File: src/rtl/pipememwb.sv
// ---------------------------------------------------------------------------
// pipememwb : MEM-stage controller and MEM/WB pipeline register.
//
// Takes the EX/MEM register outputs, issues loads/stores to a
// variable-latency data memory over a req/ack handshake, stalls the upstream
// pipeline until the access is acknowledged, and registers results into the
// WB stage. Produces the final register-file write data.
//
// Ports:
//   clk, rst              clock, synchronous active-high reset
//   mwreg/mm2reg/mwmem    EX/MEM control (reg write, load, store)
//   malu, mb, mrn         EX/MEM ALU result (address), store data, dest reg
//   mem_is_cond           EX/MEM condition flag
//   dreq/dwe/daddr/dwdata data memory request side
//   drdata/dack           data memory response side
//   mem_stall             upstream hold
//   wwreg/wm2reg/wmo/walu/wrn/wb_is_cond   MEM/WB register outputs
//   wdata                 register-file write data (combinational)
//   mem_err               sticky timeout flag (only with PIPEMEMWB_TIMEOUT_EN)
//
// Optional feature macro: PIPEMEMWB_TIMEOUT_EN adds a 256-cycle access
// timeout with a sticky mem_err output.
// ---------------------------------------------------------------------------
module pipememwb (
  input  logic        clk,
  input  logic        rst,
  input  logic        mwreg,
  input  logic        mm2reg,
  input  logic        mwmem,
  input  logic [31:0] malu,
  input  logic [31:0] mb,
  input  logic [4:0]  mrn,
  input  logic        mem_is_cond,
  output logic        dreq,
  output logic        dwe,
  output logic [31:0] daddr,
  output logic [31:0] dwdata,
  input  logic [31:0] drdata,
  input  logic        dack,
  output logic        mem_stall,
  output logic        wwreg,
  output logic        wm2reg,
  output logic [31:0] wmo,
  output logic [31:0] walu,
  output logic [4:0]  wrn,
  output logic        wb_is_cond,
  output logic [31:0] wdata
`ifdef PIPEMEMWB_TIMEOUT_EN
  ,
  output logic        mem_err
`endif
);

  typedef enum logic [0:0] {
    ST_IDLE = 1'b0,
    ST_WAIT = 1'b1
  } state_t;

  state_t state_r;
  state_t state_s;

  logic access_s;
  logic tmo_s;
  logic load_s;
  logic take_rdata_s;

`ifdef PIPEMEMWB_TIMEOUT_EN
  logic [7:0] cnt_r;
`endif

  // Handshake decode, next state and WB load enable.
  always_comb begin
    access_s     = mm2reg | mwmem;
    state_s      = state_r;
    tmo_s        = 1'b0;
    dreq         = 1'b0;
`ifdef PIPEMEMWB_TIMEOUT_EN
    if ((state_r == ST_WAIT) && (cnt_r == 8'hFF) && !dack) begin
      tmo_s = 1'b1;
    end else begin
      tmo_s = 1'b0;
    end
`endif
    case (state_r)
      ST_IDLE: begin
        dreq = access_s;
        if (access_s && !dack) begin
          state_s = ST_WAIT;
        end else begin
          state_s = ST_IDLE;
        end
      end
      ST_WAIT: begin
        dreq = 1'b1;
        if (dack || tmo_s) begin
          state_s = ST_IDLE;
        end else begin
          state_s = ST_WAIT;
        end
      end
      default: begin
        dreq    = 1'b0;
        state_s = ST_IDLE;
      end
    endcase
    mem_stall    = dreq & ~dack & ~tmo_s;
    // WB takes the instruction on every cycle the upstream is not held.
    load_s       = ~mem_stall;
    // A simultaneous load+store is treated as a store, so no read data.
    take_rdata_s = dreq & dack & ~mwmem;
    dwe          = dreq & mwmem;
    daddr        = malu;
    dwdata       = mb;
    wdata        = wm2reg ? wmo : walu;
  end

  // FSM state register.
  always_ff @(posedge clk) begin
    if (rst) begin
      state_r <= ST_IDLE;
    end else begin
      state_r <= state_s;
    end
  end

  // MEM/WB pipeline register: instruction on load, bubble while stalled.
  always_ff @(posedge clk) begin
    if (rst) begin
      wwreg      <= 1'b0;
      wm2reg     <= 1'b0;
      wmo        <= 32'h0000_0000;
      walu       <= 32'h0000_0000;
      wrn        <= 5'd0;
      wb_is_cond <= 1'b0;
    end else if (load_s) begin
      // A timed-out access still retires, but must not write the register file.
      wwreg      <= mwreg & ~tmo_s;
      wm2reg     <= mm2reg & ~tmo_s;
      wmo        <= take_rdata_s ? drdata : 32'h0000_0000;
      walu       <= malu;
      wrn        <= mrn;
      wb_is_cond <= mem_is_cond;
    end else begin
      wwreg      <= 1'b0;
      wm2reg     <= 1'b0;
      wb_is_cond <= 1'b0;
    end
  end

`ifdef PIPEMEMWB_TIMEOUT_EN
  // Wait-cycle counter: zero in IDLE so it is clear on entry to WAIT.
  always_ff @(posedge clk) begin
    if (rst) begin
      cnt_r <= 8'd0;
    end else if (state_r == ST_WAIT) begin
      cnt_r <= cnt_r + 8'd1;
    end else begin
      cnt_r <= 8'd0;
    end
  end

  // Sticky timeout flag, cleared only by reset.
  always_ff @(posedge clk) begin
    if (rst) begin
      mem_err <= 1'b0;
    end else if (tmo_s) begin
      mem_err <= 1'b1;
    end else begin
      mem_err <= mem_err;
    end
  end
`endif

endmodule
File: config.mk
export PLATFORM = sky130hd
export DESIGN_NAME = pipememwb
export DESIGN_NICKNAME = d
export VERILOG_FILES = /design/src/rtl/pipememwb.sv
export SDC_FILE = /design/constraint.sdc
export NUM_CORES = 1
export LEC_CHECK = 0
export BUFFER_PORTS_ARGS = -buffer_cell sky130_fd_sc_hd__buf_4
export CELL_PAD_IN_SITES_DETAIL_PLACEMENT = 1
export CELL_PAD_IN_SITES_GLOBAL_PLACEMENT = 1
export CORE_AREA = 2 2 109 111
export DETAILED_ROUTE_END_ITERATION = 8
export DIE_AREA = 0 0 111 113
export GPL_TIMING_DRIVEN = 0
export MAX_ROUTING_LAYER = met4
export PLACE_DENSITY = 0.85
export SLEW_MARGIN = 15
export SYNTH_ARGS = -nofsm -noshare
export SYNTH_HDL_FRONTEND = slang
export SYNTH_SLANG_ARGS = --single-unit
File: constraint.sdc
create_clock -name clk -period 3.02 [get_ports clk]
set_clock_uncertainty 0.1 [all_clocks]
set_input_delay 0.151 -clock clk [delete_from_list [all_inputs] [get_ports clk]]
set_output_delay 0.151 -clock clk [all_outputs]
set_load 0.02 [all_outputs]
Yosys cells after proc, flatten, opt, wreduce, memory -nomap -nowiden
Cells that the tools add are included.
- mux-type cells: 6
- bitwise operators: 8
- reduce and logical (&&, ||, !) cells: 3
- operators by type and width (cell ; count):
    $mux W32 ; 2
    $and A1 B1 Y1 ; 4
    $pmux W1 S2 ; 2
    $not A1 Y1 ; 3
    $mux W1 ; 2
    $reduce_or A2 Y1 ; 1
    $logic_and A1 B1 Y1 ; 1
    $logic_not A1 Y1 ; 1
    $or A1 B1 Y1 ; 1
- flip-flop bits (word level): 73
- input port bits: 108
- output and inout port bits: 171
- word-level logic and storage cells: 24

Logic depth before layout (Yosys ltp)
Gate-level depths: netlist of the first run.
- word-level depth: 5
- depth in mapped cells: 5
- gate-level depth less buffers: 4

Worst setup path after synthesis of the first run
OpenSTA, ideal clock, no wires.
- path kind: register -> output
- start: register wm2reg
- end: output port wdata[4]
- data arrival time: 1265 ps
- required time: 2769 ps
- path slack: 1504 ps
- stages on the path, launching flop included: 4
- buffers on the path: 2
- cell sequence: dfxtp_1 > clkbuf_1 > buf_2 > mux2_1
- word-level cells in the longest chain between the ends: 1
- RTL lines (what ; RTL line ; source):
    start: declaration ; 42 ; output logic wm2reg,
    start signal: assignment ; 138 ; wm2reg <= mm2reg & ~tmo_s;
    $mux W32 ; 114 ; wdata = wm2reg ? wmo : walu;
    end: declaration ; 47 ; output logic [31:0] wdata
No other way between the ends.

Worst setup path in the final report of the first run
- start: register wm2reg
- end: output port wdata[30]
The elaborated chain is that of the path after synthesis.

==> results of run 1 <==
[cell usage in the layout (no fill, tap or decap)]
master and n:
diode_2 1, mux2_1 2, nor2_1 2, buf_2 13, nor3_2 2, clkbuf_8 1, clkbuf_16 9, inv_2 2
buf_4 314, mux2_2 30, and2_1 3, clkbuf_1 5, clkinv_2 2, a21oi_2 1, nor4_4 1, dlygate4sd3_1 72
dfxtp_1 73, bufinv_16 1, a22o_1 69
[path summary, 6_finish.rpt]
kind         slack [ns]  cells past startpoint         to  startpoint
min                0.17                      3    state_r        dack
max reg2reg        1.50                      5     wrn[3]     state_r
max                0.95                      4  wdata[30]      wm2reg
min reg2reg        0.39                      1     wrn[2]      wrn[2]
[logic make-up (layout without fill, tap and decap cells)]
family                 count (synthesis)  after routing
AOI/OAI and AO/OA                     70             70
DFF                                   73             73
buffers and inverters                 85            419
muxes                                 32             32
and+or+nand+nor                        8              8
other                                  0              1
[power by group]
part           switching (mW)  leakage (nW)  internal (mW)
sequential             0.0407         0.599           1.01
combinational           0.346          2.36          0.395
clock                   0.397         0.144          0.660
total                   0.784          3.10           2.07
[flip-flops by register name, summed over array words and instances, names as in the netlist]
register / flops
state_r: 1
wm2reg: 1
wb_is_cond: 1
walu: 32
wmo: 32
wwreg: 1
wrn: 5
[through the flow]
| stage | instances | setup slack (ns) | power, mW | hold WS (ns) |
|---|---|---|---|---|
| floorplan | 268 | 1.50 | 1.40 | 0.173 |
| CTS | 745 | 0.891 | 2.87 | 0.159 |
| global placement | 657 | 1.25 | 1.71 | 0.254 |
| global route | 746 | 0.774 | 2.96 | 0.188 |
| finish | 746 | 0.955 | 2.85 | 0.168 |
| detailed placement | 657 | 1.25 | 1.73 | 0.259 |
[critical path: stages, from the launching register on]
cell,delay (ns)
dfxtp_1,0.33
clkbuf_1,0.26
buf_2,0.34
mux2_2,0.39
buf_4,0.16
[layout make-up]
class	count	area, um2	area share (%)
inverter	2	7.51	0.122
tap	143	179	2.92
timing repair buffer	318	2570	41.9
antenna	1	2.50	0.0408
sequential	73	1460	23.8
clock buffer	13	250	4.08
buffer	83	583	9.51
multi-input combinational	110	1040	17.0
clock inverter	3	40.0	0.653
[routing by layer]
layer  track usage, %  share of wire [%]  vias up  routed length [um]
met5                -                  0        -                   0
met4             10.9                3.5        0                 499
met3             4.71                6.1       38                 868
met2             41.6                 54      208                7600
met1             23.6                 37     1629                5170
li1                 -                  -     1570                   -
==> flow_summary.json, run 1 <==
{
  "outcome": "finished, final reports clean",
  "design_area_um2": 6130,
  "cp.arrival_ns": 1.81,
  "vias": 3445,
  "syn_inst": 268,
  "ir_drop_mv": 0.240,
  "finalSetupViolations": 0,
  "synth.distinct_cells": 13,
  "grt_overflow": 0,
  "drv_slew": 0,
  "first_pass_iters": 4,
  "p_per_area_nw_per_um2": 465,
  "cts_root_buffer": "clkbuf_16",
  "std_cell_rows": 39,
  "ioPinCount": 279,
  "yosys.area_share.simple_pct": 2.18,
  "synthFlopType": "dfxtp_1",
  "dp_hpwl_um": 9560,
  "cts.sinks": 73,
  "crit_path_end_kind": "output port",
  "dieArea_um2": 12500,
  "synth_area_um2": 3090,
  "synth_top_family_by_area": "compound AO/OA/AOI/OAI gates",
  "synth_compound_area_share_pct": 19.8,
  "finalHoldViolCount": 0,
  "crit_fanout": 10,
  "tns_ns": 0,
  "antenna_found_initial": 1,
  "vias_per_cell": 4.62,
  "clock_latency_ns": 0.33,
  "rsz0062_at_grt": "false",
  "core_um2": 11300,
  "route.detailed.drc": 0,
  "synth_xor_area_share_pct": 0,
  "routed_wl_um": 14100,
  "max_freq_ghz": 0.484,
  "placed_cell_area_um2": 5120,
  "avgSynthCellArea_um2": 11.5,
  "ys_ff_latch": 73,
  "synth_top_cell_area_share_pct": 47.2,
  "die_y_um": 113,
  "gp_congestion": 0.844,
  "h-tree-depth": 3,
  "synth_edf_count": 0,
  "path_clk_slew_ns": 0.06,
  "fin_nets": 705,
  "start_util_pct": 27.4,
  "area_delta_synth_final_pct": 98.3,
  "grt.total_usage_pct": 22.8,
  "placement.io_buffers": 246,
  "final_min_period_over_clock_period_pct": 68.4,
  "cts_resized": 0,
  "die_w_um": 111,
  "yosys.area.top_type": "dfxtp_1",
  "cts_setup_buffers": 0,
  "yosysMostFrequentCell": "dfxtp_1",
  "synth_warnings": 0,
  "synth_common_cells": "dfxtp_1 (73), a22o_1 (69), buf_4 (68)",
  "final_layout_size_suffix_gt1_share_pct": 62.5,
  "synth_seq_area_share_pct": 47.2,
  "p_leak_nw": 3.10,
  "cts_tree": "done",
  "fin_util_pct": 54.4,
  "grt_pass1_wl_um": 21700,
  "crit_required_ns": 2.77,
  "grt_pass1_vias": 3887,
  "drt_iter0_drc": 133,
  "synth_mux_area_share_pct": 11.7,
  "hold_path.class": "in2reg",
  "synth.area.top_cells": "dfxtp_1 (47%), a22o_1 (20%), buf_4 (17%)",
  "slew_headroom_pct": 75.7,
  "synth_fp_nets": 376,
  "tightest_slew_ns": 0.362,
  "grt_max_degree": 12,
  "period_minus_slack_ns": 2.07,
  "cts_inserted_buffers": 9,
  "antenna_left": 0,
  "synthAdderAreaFrac_pct": 0,
  "hold_buffers": 72,
  "fillCellCount": 1211,
  "critPathKind": "reg2out",
  "drv_cap": 0,
  "async_reset_ff_share_pct": 0,
  "clockBufferDepth": 2,
  "crit_path_start_kind": "flip-flop",
  "wire_per_inst_um": 18.9
}
Note: power is estimated with default switching activity, not from simulation.
==> run 2: changes to the inputs <==
CORE_AREA = default   (was 2 2 109 111)
CORE_UTILIZATION = 23   (was default)
DIE_AREA = default   (was 0 0 111 113)
PLACE_DENSITY = 0.76   (was 0.85)
clock period = 1.8 ns   (was 3.02 ns; I/O delays follow)
==> run 2 against run 1 <==
Effect of this change: design area increased by 1.5%; hold slack got worse by 0.055 ns; first-iteration DRC count decreased by 11%; wire length decreased by 5.0%; sequential share of layout area decreased by 0.34 points; sequential cell count unchanged; clock power increased by 93%; die area increased by 11%; non-clock buffer count decreased by 1; global-route usage decreased by 3.6 points; sequential power increased by 69%; count of clock-buffer cells in the layout decreased by 2; critical path type unchanged; largest cell class unchanged.
==> flow_summary.json, run 2 (synthesis results as in run 1) <==
{
  "cp.arrival_ns": 1.48,
  "core_um2": 13200,
  "grt_pass1_vias": 3603,
  "fin_nets": 704,
  "max_stage_delay_ns": 0.40,
  "crit_path_end_kind": "output port",
  "drt_iter0_drc": 119,
  "period_minus_slack_ns": 1.67,
  "worstPathCellList": "buf_4 -> mux2_2 -> buf_4",
  "critPathSlowestCell": "dfxtp_2",
  "crit_required_ns": 1.61,
  "grt_pass1_wl_um": 20300,
  "start_util_pct": 23.4,
  "h-tree-depth": 3,
  "dp_hpwl_um": 8910,
  "die_w_um": 118,
  "drv_slew": 0,
  "final_min_period_over_clock_period_pct": 92.9,
  "cts_setup_buffers": 0,
  "p_leak_nw": 3.12,
  "fillCellCount": 1435,
  "diodes": 0,
  "clock_latency_ns": 0.32,
  "fin_util_pct": 47.2,
  "cts.sinks": 73,
  "die_y_um": 118,
  "vias_per_cell": 4.32,
  "cts_root_buffer": "clkbuf_16",
  "routed_wl_um": 13400,
  "slew_headroom_pct": 70.4,
  "route.detailed.drc": 0,
  "rsz0062_at_grt": "false",
  "crit_fanout": 10,
  "ir_drop_mv": 0.436,
  "hold_path.class": "in2reg",
  "p_per_area_nw_per_um2": 812,
  "finalSetupViolations": 0,
  "final_layout_size_suffix_gt1_share_pct": 62.9,
  "gp_congestion": 0.855,
  "tightest_slew_ns": 0.441,
  "cpMostUsedCell": "buf_4",
  "dieArea_um2": 13900,
  "wire_per_inst_um": 17.3,
  "area_delta_synth_final_pct": 101,
  "max_freq_ghz": 0.598,
  "antenna_found_initial": 0,
  "grt_max_degree": 13,
  "grt.total_usage_pct": 19.2,
  "tns_ns": 0,
  "critPathKind": "reg2out",
  "drv_cap": 0,
  "final_common_cell": "buf_4",
  "clockBufferDepth": 2,
  "std_cell_rows": 42,
  "path_clk_slew_ns": 0.06,
  "ioPinCount": 279,
  "outcome": "finished, final reports clean",
  "most-common-layout-cells": "buf_4 (316), dlygate4sd3_1 (72), dfxtp_1 (72), a22o_1 (69), mux2_2 (30)",
  "crit_path_start_kind": "flip-flop",
  "cts_tree": "done",
  "placement.io_buffers": 246,
  "antenna_left": 0,
  "cts_inserted_buffers": 9,
  "first_pass_iters": 4,
  "reg.largest.list": "walu (32), wmo (32), wrn (5)",
  "finalHoldViolCount": 0,
  "grt_overflow": 0,
  "vias": 3355
}
-- run 2: final cells by class --
cell class / instances / area (um2) / area share, %
inverters: 2 / 7.51 / 0.121
repair buffers: 318 / 2570 / 41.2
well taps: 176 / 220 / 3.54
clock buffers: 11 / 233 / 3.74
clock inverters: 5 / 104 / 1.67
flip-flops and latches: 73 / 1460 / 23.5
multi-input cells: 110 / 1040 / 16.7
plain buffers: 82 / 591 / 9.49
-- run 2: path summary, 6_finish.rpt --
path	start	to	slack (ns)	cells after the start
setup / recovery	wm2reg	wdata[25]	0.13	3
hold / removal	rst	wmo[17]	0.11	3
setup reg to reg	state_r	walu[13]	0.26	5
hold reg to reg	wrn[0]	wrn[0]	0.39	1
-- run 2: where the power goes --
| group | switching (mW) | internal (mW) |
|---|---|---|
| Clock | 0.694 | 1.36 |
| Sequential | 0.0688 | 1.70 |
| Combinational | 0.572 | 0.664 |
| Total | 1.33 | 3.72 |
-- run 2: metrics by stage --
stage          cells  total power, mW  hold slack (ns)  setup WS (ns)  area [um2]
2_1_floorplan    268             2.35            0.112          0.345        3090
4_1_cts          777             5.09            0.101         0.0318        6220
5_1_grt          777             5.23            0.114         0.0687        6230
3_3_place_gp     690             2.88            0.194          0.192        5160
6_report         777             5.05            0.113          0.128        6230
3_5_place_dp     690             2.89            0.197          0.184        5160
-- run 2: worst max-delay path: cells and delay by family (launching register included) --
family | cells | cell delay, ns
buffers and inverters | 2 | 0.39
DFF | 1 | 0.40
muxes | 1 | 0.36
-- run 2: routing by layer --
layer	share of wire, %	wire length (um)	global-route usage (%)	up-vias
met4	1.3	175	6.41	0
met1	39	5230	20.4	1592
met3	6.7	894	3.78	13
met5	0	0	-	-
li1	-	-	-	1568
met2	53	7130	35.4	182
-- run 2: repair_timing --
action,4_1_cts,5_1_grt
resized for setup,4,1
endpoints found under the setup margin,30,14
hold buffers,72,0
hold endpoints to repair,72,0
